### src/rtl/axil_reg_slave.sv
// AXI4-Lite responder in front of a small word register file.
// Write (AW/W/B) and read (AR/R) channels run as independent FSMs.
module axil_reg_slave #(
  parameter int ADDR_WIDTH = 8,
  parameter int DATA_WIDTH = 32,
  parameter int NUM_REGS   = 8
) (
  input  logic                           clk,
  input  logic                           reset,
  input  logic [ADDR_WIDTH-1:0]          awaddr,
  input  logic                           awvalid,
  output logic                           awready,
  input  logic [DATA_WIDTH-1:0]          wdata,
  input  logic [DATA_WIDTH/8-1:0]        wstrb,
  input  logic                           wvalid,
  output logic                           wready,
  output logic [1:0]                     bresp,
  output logic                           bvalid,
  input  logic                           bready,
  input  logic [ADDR_WIDTH-1:0]          araddr,
  input  logic                           arvalid,
  output logic                           arready,
  output logic [DATA_WIDTH-1:0]          rdata,
  output logic [1:0]                     rresp,
  output logic                           rvalid,
  input  logic                           rready,
  output logic [NUM_REGS*DATA_WIDTH-1:0] reg_out
);

  localparam int SW = DATA_WIDTH / 8;
  localparam int IW = ADDR_WIDTH - 2;
  localparam int XW = (NUM_REGS > 1) ? $clog2(NUM_REGS) : 1;

  typedef enum logic {W_ACCEPT, W_RESP} w_state_t;
  typedef enum logic {R_IDLE, R_DATA} r_state_t;

  w_state_t w_state, w_state_d;
  r_state_t r_state, r_state_d;

  logic [DATA_WIDTH-1:0] regs [NUM_REGS];
  logic                  aw_held, w_held;
  logic [IW-1:0]         aw_idx;
  logic [DATA_WIDTH-1:0] wdata_q;
  logic [SW-1:0]         wstrb_q;
  logic [IW-1:0]         ar_idx;
  logic                  aw_hs, w_hs, ar_hs;
  logic                  wr_go, wr_hit, ar_hit;
  logic                  unused_addr_lsbs;

  function automatic logic in_range(input logic [IW-1:0] idx);
    return 32'(idx) < 32'(NUM_REGS);
  endfunction

  assign unused_addr_lsbs = ^{awaddr[1:0], araddr[1:0]};

  assign ar_idx = araddr[ADDR_WIDTH-1:2];

  // Readies are gated by reset so every output is low while it is held.
  assign awready = reset && (w_state == W_ACCEPT) && !aw_held;
  assign wready  = reset && (w_state == W_ACCEPT) && !w_held;
  assign arready = reset && (r_state == R_IDLE);
  assign bvalid  = (w_state == W_RESP);
  assign rvalid  = (r_state == R_DATA);

  assign aw_hs = awvalid && awready;
  assign w_hs  = wvalid && wready;
  assign ar_hs = arvalid && arready;

  assign wr_go  = (w_state == W_ACCEPT) && aw_held && w_held;
  assign wr_hit = wr_go && in_range(aw_idx);
  assign ar_hit = in_range(ar_idx);

  always_comb begin
    w_state_d = w_state;
    unique case (w_state)
      W_ACCEPT: if (wr_go) w_state_d = W_RESP;
      W_RESP:   if (bready) w_state_d = W_ACCEPT;
    endcase
  end

  always_comb begin
    r_state_d = r_state;
    unique case (r_state)
      R_IDLE: if (ar_hs) r_state_d = R_DATA;
      R_DATA: if (rready) r_state_d = R_IDLE;
    endcase
  end

  always_ff @(posedge clk or negedge reset) begin
    if (!reset) begin
      w_state <= W_ACCEPT;
      r_state <= R_IDLE;
    end else begin
      w_state <= w_state_d;
      r_state <= r_state_d;
    end
  end

  always_ff @(posedge clk or negedge reset) begin
    if (!reset) begin
      aw_held <= 1'b0;
      w_held  <= 1'b0;
      aw_idx  <= '0;
      wdata_q <= '0;
      wstrb_q <= '0;
      bresp   <= 2'b00;
    end else begin
      if (wr_go) begin
        aw_held <= 1'b0;
        w_held  <= 1'b0;
        bresp   <= wr_hit ? 2'b00 : 2'b10;
      end
      if (aw_hs) begin
        aw_held <= 1'b1;
        aw_idx  <= awaddr[ADDR_WIDTH-1:2];
      end
      if (w_hs) begin
        w_held  <= 1'b1;
        wdata_q <= wdata;
        wstrb_q <= wstrb;
      end
    end
  end

  // Sampled before this edge's register write lands: same-edge reads see old data.
  always_ff @(posedge clk or negedge reset) begin
    if (!reset) begin
      rdata <= '0;
      rresp <= 2'b00;
    end else if (ar_hs) begin
      rdata <= ar_hit ? regs[ar_idx[XW-1:0]] : '0;
      rresp <= ar_hit ? 2'b00 : 2'b10;
    end
  end

  always_ff @(posedge clk or negedge reset) begin
    if (!reset) begin
      for (int i = 0; i < NUM_REGS; i++) regs[i] <= '0;
    end else if (wr_hit) begin
      for (int b = 0; b < SW; b++)
        if (wstrb_q[b])
          regs[aw_idx[XW-1:0]][b*8 +: 8] <= wdata_q[b*8 +: 8];
    end
  end

  always_comb begin
    reg_out = '0;
    for (int i = 0; i < NUM_REGS; i++)
      reg_out[i*DATA_WIDTH +: DATA_WIDTH] = regs[i];
  end

endmodule

### config.mk
export PLATFORM = sky130hd
export DESIGN_NAME = axil_reg_slave
export DESIGN_NICKNAME = d
export VERILOG_FILES = /design/src/rtl/axil_reg_slave.sv
export SDC_FILE = /design/constraint.sdc
export NUM_CORES = 1
export LEC_CHECK = 0
export ABC_AREA = 1
export BUFFER_PORTS_ARGS = -buffer_cell sky130_fd_sc_hd__buf_2
export CELL_PAD_IN_SITES_DETAIL_PLACEMENT = 1
export CELL_PAD_IN_SITES_GLOBAL_PLACEMENT = 2
export CORE_MARGIN = 4
export CORE_UTILIZATION = 26
export DETAILED_ROUTE_END_ITERATION = 7
export GPL_TIMING_DRIVEN = 0
export HOLD_SLACK_MARGIN = 0.08
export PLACE_DENSITY = 0.83
export RECOVER_POWER = 100
export SKIP_LAST_GASP = 1
export SLEW_MARGIN = 10
export SYNTH_ARGS = -nofsm -noshare
export SYNTH_HDL_FRONTEND = slang
export SYNTH_SLANG_ARGS = --single-unit
### constraint.sdc
create_clock -name clk -period 1.49 [get_ports clk]
set_input_delay 0.149 -clock clk [delete_from_list [all_inputs] [get_ports clk]]
set_output_delay 0.149 -clock clk [all_outputs]
set_load 0.1 [all_outputs]
==> results of run 1 <==
==> registers in the layout, indices dropped and copies added, names as in the netlist <==
signal	flops
reg_out	256
rdata	32
wdata_q	32
aw_idx	6
wstrb_q	4
aw_held	1
bresp	1
bvalid	1
rresp	1
rvalid	1
w_held	1
==> worst min path at each step <==
stage	startpoint	endpoint	slack (ps)	depth (start not counted)
finish	araddr[3]	rdata[0]$_DFFE_PN0P_	160	6
global route	araddr[6]	rdata[31]$_DFFE_PN0P_	190	6
CTS	araddr[3]	rdata[0]$_DFFE_PN0P_	160	6
detailed placement	reset	rdata[26]$_DFFE_PN0P_	120	1
global placement	rready	rvalid$_DFF_PN0_	310	2
floorplan	reset	aw_held$_DFFE_PN0P_	-150	0
==> synthesized netlist by cell type, drive strengths merged <==
library cell	number	area share, %
buf	57	1.8
clkbuf	47	1.1
conb	1	0.024
or2	1	0.041
nand3	232	8.1
a21oi	38	1.2
nor3	9	0.68
inv	243	5.9
nor2	47	1.2
o21ai	202	6.5
nand2	774	19
dfrtp	336	54
==> routing by layer <==
metal / part of all wire (%) / vias to the layer above
met5: 0 / -
met4: 3.7 / 0
met3: 6.2 / 147
met2: 49 / 582
met1: 41 / 8563
li1: - / 7401
==> metrics by stage <==
stage / setup TNS (ps) / std cells / total power, W / hold slack, ps
2_1_floorplan: -138150 / 1988 / 0.0273 / -147
3_3_place_gp: -2885950 / 3109 / 0.0314 / 315
3_5_place_dp: -249640 / 3112 / 0.0318 / 118
4_1_cts: -96210 / 3350 / 0.0439 / 156
5_1_grt: -115990 / 3374 / 0.0484 / 195
6_report: -77580 / 3376 / 0.0466 / 165
==> logic make-up (layout without fill, tap and decap cells) <==
group / count (synthesis) / count (layout) / share of synthesized area, %
AOI/OAI and AO/OA: 240 / 240 / 7.78
buffers and inverters: 347 / 958 / 8.83
and+or+nand+nor: 1063 / 1064 / 28.9
DFF: 336 / 336 / 54.5
other: 1 / 5 / 0.0243
==> power by group through the flow <==
| stage | logic, W | clock network, W | registers (W) |
|---|---|---|---|
| 3_3_place_gp | 0.0185 | 0 | 0.0129 |
| 6_report | 0.0224 | 0.0108 | 0.0135 |
| 4_1_cts | 0.0199 | 0.0109 | 0.0131 |
| 5_1_grt | 0.0233 | 0.0114 | 0.0137 |
| 3_5_place_dp | 0.0189 | 0 | 0.0130 |
| 2_1_floorplan | 0.00484 | 0 | 0.0224 |
==> cell type report <==
type	instances	area share (%)
plain buffers	100	3.64
flip-flops and latches	336	32.8
clock inverters	14	0.618
repair buffers	539	21.9
clock buffers	62	4.98
well taps	773	3.76
multi-input cells	1306	28.7
inverters	243	3.61
diodes	3	0.0292
==> critical path: cells and delay by family, from the launching register on <==
kind	cells	cell delay [ps]
compound gates	1	50
buf+inv	4	630
flops	1	400
simple gates	5	610
==> timing repair <==
action	4_1_cts	5_1_grt
pin swaps	20	53
gates cloned	31	10
buffers inserted	75	17
setup endpoints to repair	630	621
hold buffers	59	0
resized for setup	182	946
hold endpoints to repair	339	0
==> results.toml, run 1 <==
[outcome]
status = "complete, but fails checks"
violations = "setup timing"

[placement]
dp_hpwl_um = 52600
globalplace.congestion = 0.848
pre_cts_slack_ps = -1870
io_buffers = 348
placed_area_mm2 = 0.0190

[clock_network]
clock_path_buffers = 3
htreeDepth = 2
clock_latency_ps = 570
clockRootBuffer = "clkbuf_16"
clk_transition_reported_paths_ps = 60
cts.sinks = 336
cts_tree = "built"
numCtsBuffers = 42

[sta]
timing.final.ws_setup_ps = -361
clock_skew_ps = 18.9
final_max_slew_viol_count = 0
fin_crit_ps = 1850
worstMarginPinSlew_ps = 983
final_hold_viol_count = 0
grt_setup_unrepaired = "true"
slew_headroom_pct = 34.2
setup_viol = 405
fmax_ghz = 0.540
finalCritPeriodShare_pct = 124

[job]
maxCapViolCount = 0

[pwr]
peakVddDrop_v = 0.00123
p_int_w = 0.0227
powerDensity_mw_per_mm2 = 1820
leakagePower_nw = 12.5
comb_power_share_pct = 48.0
clockPowerShare_pct = 23.1
switching_share_pct = 51.3
power_frac_seq_pct = 28.9
p_sw_w = 0.0239

[global_route]
met1_usage_pct = 31.7
antenna_found_initial = 2
first_global_vias = 17000
grt-busiest-layer = "met2"
use_met3_pct = 4.22
met2_usage_pct = 40.3
grt_max_degree = 109
grt_pass1_wl_um = 113000
gr-usage-all-layers_pct = 24.1
grt.overflow.total = 0

[critical_path]
arrival_ps = 2280
r2r-end = "reg_out[151]$_DFFE_PN0P_"
cp_common_cell = "buf_12"
crit_path_end = "reg_out[151]$_DFFE_PN0P_"
rr_startpoint = "aw_idx[4]$_DFFE_PN0P_"
path_max_fanout = 5
crit_path_cell_trace = "nor2_1 -> nand2_1 -> nor2_4 -> buf_12 -> buf_12 -> buf_16 -> nand3_4 -> clkbuf_16 -> nand2_4 -> o21ai_2"
critPathKind = "reg2reg"
reg2reg_depth = 10
critPathSlowestCell = "dfrtp_1"
cp-startpoint = "aw_idx[4]$_DFFE_PN0P_"
critPathRequiredTime_ps = 1920
slowest_delay_ps = 400
r2r_slack_ps = -360
start_kind = "flip-flop"
end_kind = "flip-flop"

[cells_and_area]
fin_util_pct = 43.6
drive_gt1_share_pct = 36.7
fillers = 6712
final_cell_mix = "nand2_1, dfrtp_1, inv_1"
mostFrequentLayoutCell = "nand2_1"
multi_input_area_mm2 = 0.00736
final_nets = 2627
register_area_mm2 = 0.00843
finalInstanceArea_mm2 = 0.0257
synthToLayoutAreaGrowth_pct = 66.4

[floorplanning]
dieWidth_um = 252
rows = 89
fp.dieH_um = 252
io_pins = 356
design.die.area_mm2 = 0.0633
coreArea_mm2 = 0.0589
start_util_pct = 26.2

[detailed_routing]
wl_per_cell_um = 24.8
viasPerCell = 4.94
dr.pass1.iters = 5
drc = 0
postRouteAntennaNets = 0
routed_wl_um = 83600
num_vias = 16700
drtIter0Drc = 1150

[synthesis]
yosysWarnings = 0
synth-seq-area-share_pct = 54.5
synth_seq_cells = 336
syn_area_mm2 = 0.0154
synth.distinct_cells = 23
syn_avg_cell_area_um2 = 7.77
syn-instance-count = 1987

[worst_hold_path]
hp-class = "in2reg"
No activity file was read; power rests on OpenSTA's default activity.
==> inputs of run 2 (changes only) <==
--- a/config.mk
+++ b/config.mk
@@ -12,3 +12,4 @@
 export CORE_MARGIN = 4
-export CORE_UTILIZATION = 26
+export CORE_UTILIZATION = 28
+export CTS_CLUSTER_SIZE = 12
 export DETAILED_ROUTE_END_ITERATION = 7
@@ -16,3 +17,3 @@
 export HOLD_SLACK_MARGIN = 0.08
-export PLACE_DENSITY = 0.83
+export PLACE_DENSITY = 0.88
 export RECOVER_POWER = 100
--- a/constraint.sdc
+++ b/constraint.sdc
@@ -3,2 +3,2 @@
 set_output_delay 0.149 -clock clk [all_outputs]
-set_load 0.1 [all_outputs]
+set_load 0.01 [all_outputs]
==> run 2 against run 1 <==
  * The run still ends with setup timing left
  * Hold slack gained 18 ps
  * Global-route usage up 1.7 points
  * Register-to-register slack improved by 100 ps
  * Die area down 6.9%
  * Clock-buffer cell count is 5 lower
  * Design area decreased by 2.9%
  * Critical path depth decreased by 1
  * Combinational power decreased by 48%
  * Sequential cell count unchanged
  * Critical path type unchanged
  * Largest cell class unchanged
==> results.toml, run 2 (synthesis gave the netlist of run 1 again) <==
[global_route]
gr-usage-all-layers_pct = 25.8
grt.overflow.total = 0
met1_usage_pct = 33.1
grt_pass1_wl_um = 115000
grt_max_degree = 109
grt-busiest-layer = "met2"
antenna_found_initial = 3
met2_usage_pct = 44.0
first_global_vias = 17600
use_met3_pct = 4.70

[critical_path]
crit_path_cell_trace = "nor2_2 -> nand2_2 -> nor2_4 -> buf_6 -> buf_12 -> nand3_4 -> buf_6 -> nand2_1 -> o21ai_1"
critPathSlowestCell = "dfrtp_1"
path_max_fanout = 5
reg2reg_depth = 9
arrival_ps = 2170
r2r-end = "reg_out[165]$_DFFE_PN0P_"
slowest_delay_ps = 390
critPathRequiredTime_ps = 1910
critPathKind = "reg2reg"
start_kind = "flip-flop"
rr_startpoint = "aw_idx[5]$_DFFE_PN0P_"
cp_common_cell = "buf_6"
end_kind = "flip-flop"
r2r_slack_ps = -260

[sta]
fmax_ghz = 0.572
finalCritPeriodShare_pct = 117
clock_skew_ps = 16.2
setup_viol = 478
hold_slack_ps = 182
final_max_slew_viol_count = 0
timing.final.ws_setup_ps = -260
grt_setup_unrepaired = "true"
final_hold_viol_count = 0
fin_crit_ps = 1750
slew_headroom_pct = 44.4
worstMarginPinSlew_ps = 834

[cells_and_area]
fin_cells = 3313
register_area_mm2 = 0.00842
fillers = 6349
final_cell_mix = "nand2_1, dfrtp_1, inv_1"
final_nets = 2645
mostFrequentLayoutCell = "nand2_1"
drive_gt1_share_pct = 35.8
multi_input_area_mm2 = 0.00814
synthToLayoutAreaGrowth_pct = 61.6
largest_reg_flops = 256

[floorplanning]
design.die.area_mm2 = 0.0590
rows = 85
io_pins = 356
start_util_pct = 28.5
dieWidth_um = 243
fp.dieH_um = 243
coreArea_mm2 = 0.0542

[clock_network]
clockRootBuffer = "clkbuf_16"
clock_path_buffers = 3
clk_transition_reported_paths_ps = 60
cts.sinks = 336
cts_tree = "built"
htreeDepth = 2
clock_latency_ps = 570
numCtsBuffers = 41

[worst_hold_path]
holdPathEnd = "rdata[1]$_DFFE_PN0P_"
hp-start = "araddr[6]"
hold_depth = 6
hp-class = "in2reg"

[detailed_routing]
drtIter0Drc = 1028
dr.pass1.iters = 5
viasPerCell = 5.05
num_vias = 16700
drc = 0
routed_wl_um = 82300
wl_per_cell_um = 24.8
postRouteAntennaNets = 0

[outcome]
status = "complete, but fails checks"
violations = "setup timing"

[placement]
place_inst = 3035
dp_hpwl_um = 51600
io_buffers = 348
globalplace.congestion = 0.854

[pwr]
powerDensity_mw_per_mm2 = 1420
peakVddDrop_v = 0.000748
leakagePower_nw = 11.7

[job]
maxCapViolCount = 0
## run 2: layer usage
layer | vias to the layer above | wire [um]
li1 | 7431 | -
met1 | 8553 | 34000
met2 | 574 | 40400
met3 | 161 | 4740
met4 | 2 | 3160
met5 | - | 13
## run 2: final cells by class
| cell class | instances | area share (%) |
|---|---|---|
| antenna | 1 | 0.0100 |
| buffer | 99 | 3.66 |
| clock buffer | 57 | 4.84 |
| clock inverter | 16 | 0.667 |
| inverter | 243 | 3.71 |
| multi-input combinational | 1306 | 32.6 |
| sequential | 336 | 33.7 |
| tap | 696 | 3.49 |
| timing repair buffer | 559 | 17.3 |
## run 2: per-stage QoR
step                      util (%)  worst slack (ps)  total power, W  cell area (um2)   TNS, ps
after floorplan                  -             -48.5          0.0170            15600     -2830
after global placement        33.6             -8740          0.0210            18200  -2944130
after detailed placement      33.8             -2230          0.0214            18300   -285370
after CTS                     43.4              -257          0.0340            23500    -54550
after global routing          46.0              -316          0.0372            25000    -98840
final                         46.0              -260          0.0355            25000    -75310
## run 2: report_power, final
group | internal (W) | leakage [nW] | switching, W
Clock | 0.00619 | 0.689 | 0.00424
Combinational | 0.00414 | 6.53 | 0.00750
Sequential | 0.0111 | 4.52 | 0.00238
## run 2: critical path: cells and delay by family, from the launching register on
kind            cells  cell delay (ps)
simple gates        5              600
buf+inv             3              530
flops               1              390
compound gates      1               80
## run 2: worst max-delay path by stage
stage | start | slack (ps) | endpoint
after floorplan | bvalid$_DFF_PN0_ | -50 | reg_out[134]$_DFFE_PN0P_
after global placement | reset | -8740 | wdata_q[29]$_DFFE_PN0P_
after detailed placement | reset | -2230 | rdata[19]$_DFFE_PN0P_
after CTS | bvalid$_DFF_PN0_ | -260 | awready
after global routing | aw_idx[5]$_DFFE_PN0P_ | -320 | reg_out[115]$_DFFE_PN0P_
final | aw_idx[5]$_DFFE_PN0P_ | -260 | reg_out[165]$_DFFE_PN0P_
## run 2: what timing repair did
action                                  CTS  global route
endpoints found under the setup margin  337           444
pin swaps                                70            82
hold buffers                             56             0
buffers inserted                         99            16
endpoints found under the hold margin   274             0
gates resized for setup                 598           423
cloned                                   31            11
==> inputs of run 3 (changes only) <==
GPL_TIMING_DRIVEN = default   (was 0)
==> run 3 against run 2 <==
  * The flow still finishes with violations (setup timing)
  * Setup slack better by 40 ps
  * Clock skew down 1.4 ps
  * Critical path depth up 1
  * Sequential cell count unchanged
  * Critical path type unchanged
  * Critical endpoint is now reg_out[152]$_DFFE_PN0P_
  * Largest power group unchanged
==> results.toml, run 3 (synthesis gave the netlist of run 1 again) <==
[clock_network]
numCtsBuffers = 42
htreeDepth = 2
cts_tree = "built"
cts.sinks = 336
clock_latency_ps = 560
clk_transition_reported_paths_ps = 60
clock_path_buffers = 3
clockRootBuffer = "clkbuf_16"

[detailed_routing]
drtIter0Drc = 932
routed_wl_um = 68500
viasPerCell = 4.86
drc = 0
postRouteAntennaNets = 0
num_vias = 15400
wl_per_cell_um = 21.6
dr.pass1.iters = 5

[sta]
setup_viol = 316
final_hold_viol_count = 0
fmax_ghz = 0.585
slew_headroom_pct = 36.9
worstMarginPinSlew_ps = 947
final_max_slew_viol_count = 0
grt_setup_unrepaired = "true"
clock_skew_ps = 14.8
timing.final.ws_setup_ps = -219
finalCritPeriodShare_pct = 115
fin_crit_ps = 1710
fin_tns_setup_ps = -37870

[global_route]
grt_pass1_wl_um = 99600
grt_max_degree = 147
first_global_vias = 16200
grt.overflow.total = 0
gr-usage-all-layers_pct = 21.6
antenna_found_initial = 1

[placement]
globalplace.congestion = 0.830
io_buffers = 349
place_inst = 3014
placed_area_mm2 = 0.0189
dp_hpwl_um = 43800

[worst_hold_path]
hp-class = "in2async"

[cells_and_area]
final_cell_mix = "nand2_1, buf_2, dfrtp_1"
finalInstanceArea_mm2 = 0.0219
fin_cells = 3178
fillers = 6538
mostFrequentLayoutCell = "nand2_1"
fin_util_pct = 40.4
final_nets = 2508
synthToLayoutAreaGrowth_pct = 41.8
register_area_mm2 = 0.00841
multi_input_area_mm2 = 0.00626
largest_reg_flops = 256
drive_gt1_share_pct = 26.8

[pwr]
power_frac_seq_pct = 40.8
p_int_w = 0.0206
finalPower_w = 0.0325
peakVddDrop_v = 0.000818
comb_power_share_pct = 27.4
leakagePower_nw = 11.4
clockPowerShare_pct = 31.8
p_sw_w = 0.0119
powerDensity_mw_per_mm2 = 1490
switching_share_pct = 36.6

[outcome]
status = "complete, but fails checks"
violations = "setup timing"

[critical_path]
critPathKind = "reg2reg"
end_kind = "flip-flop"
worst-path-buf-inv = 4
path_max_fanout = 8
arrival_ps = 2150
cpLargestDelayFamily = "buffers and inverters"
crit_path_cell_trace = "nor2_1 -> nand2_1 -> nor2_4 -> buf_6 -> clkbuf_16 -> buf_12 -> nand3_4 -> clkbuf_16 -> nand2_1 -> o21ai_1"
critPathRequiredTime_ps = 1930
slowest_delay_ps = 390
critPathSlowestCell = "dfrtp_1"
start_kind = "flip-flop"

[floorplanning]
fp.dieH_um = 243
start_util_pct = 28.5
io_pins = 356
design.die.area_mm2 = 0.0590
coreArea_mm2 = 0.0542
rows = 85
dieWidth_um = 243

[job]
maxCapViolCount = 0
==> run 3: routing by layer <==
layer  routed length, um  part of all wire (%)  vias up  track usage (%)
met4                2160                   3.1        2             6.62
met2               33200                    48      446             36.5
met3                4300                   6.3      124             5.42
met5                  13                 0.019        -                0
li1                    -                     -     7130                -
met1               28800                    42     7736             27.3
==> run 3: layout make-up <==
cell class / instances / share of cell area [%]
Clock buffer: 62 / 5.80
Timing Repair Buffer: 518 / 18.4
Sequential cell: 336 / 38.4
Inverter: 243 / 4.20
Tap cell: 696 / 3.98
Antenna cell: 2 / 0.0229
Clock inverter: 13 / 0.554
Multi-Input combinational cell: 1308 / 28.6
==> run 3: final timing paths <==
kind / from / slack, ps / depth (start not counted) / end
max: aw_idx[5]$_DFFE_PN0P_ / -220 / 10 / reg_out[152]$_DFFE_PN0P_
min: reset / 130 / 2 / rdata[2]$_DFFE_PN0P_
max reg2reg: aw_idx[5]$_DFFE_PN0P_ / -220 / 10 / reg_out[152]$_DFFE_PN0P_
min reg2reg: rdata[25]$_DFFE_PN0P_ / 480 / 2 / rdata[25]$_DFFE_PN0P_
max in group asynchronous: reset / 50 / 3 / reg_out[212]$_DFFE_PN0P_
min in group clk: araddr[6] / 180 / 6 / rdata[27]$_DFFE_PN0P_
==> run 3: repair_timing <==
item                                    4_1_cts  5_1_grt
endpoints found under the setup margin      296      456
pin swaps                                     9       50
buffers inserted                             13       13
gates resized for setup                      25      130
hold buffers                                 48        0
gates cloned                                  4       12
hold endpoints to repair                    383        0
==> run 3: stage by stage <==
step                hold WS, ps  worst slack, ps
floorplan                  -147            -48.5
global placement          -35.1             -286
detailed placement        -35.3             -295
CTS                        85.0             -178
global route                141             -327
finish                      133             -219
==> run 3: power groups by stage <==
stage               registers (W)  clock network [W]  logic, W
finish                     0.0133             0.0103   0.00892
global route               0.0135             0.0110   0.00991
CTS                        0.0132             0.0106   0.00851
detailed placement         0.0133                  0   0.00800
global placement           0.0132                  0   0.00772
floorplan                  0.0130                  0   0.00404
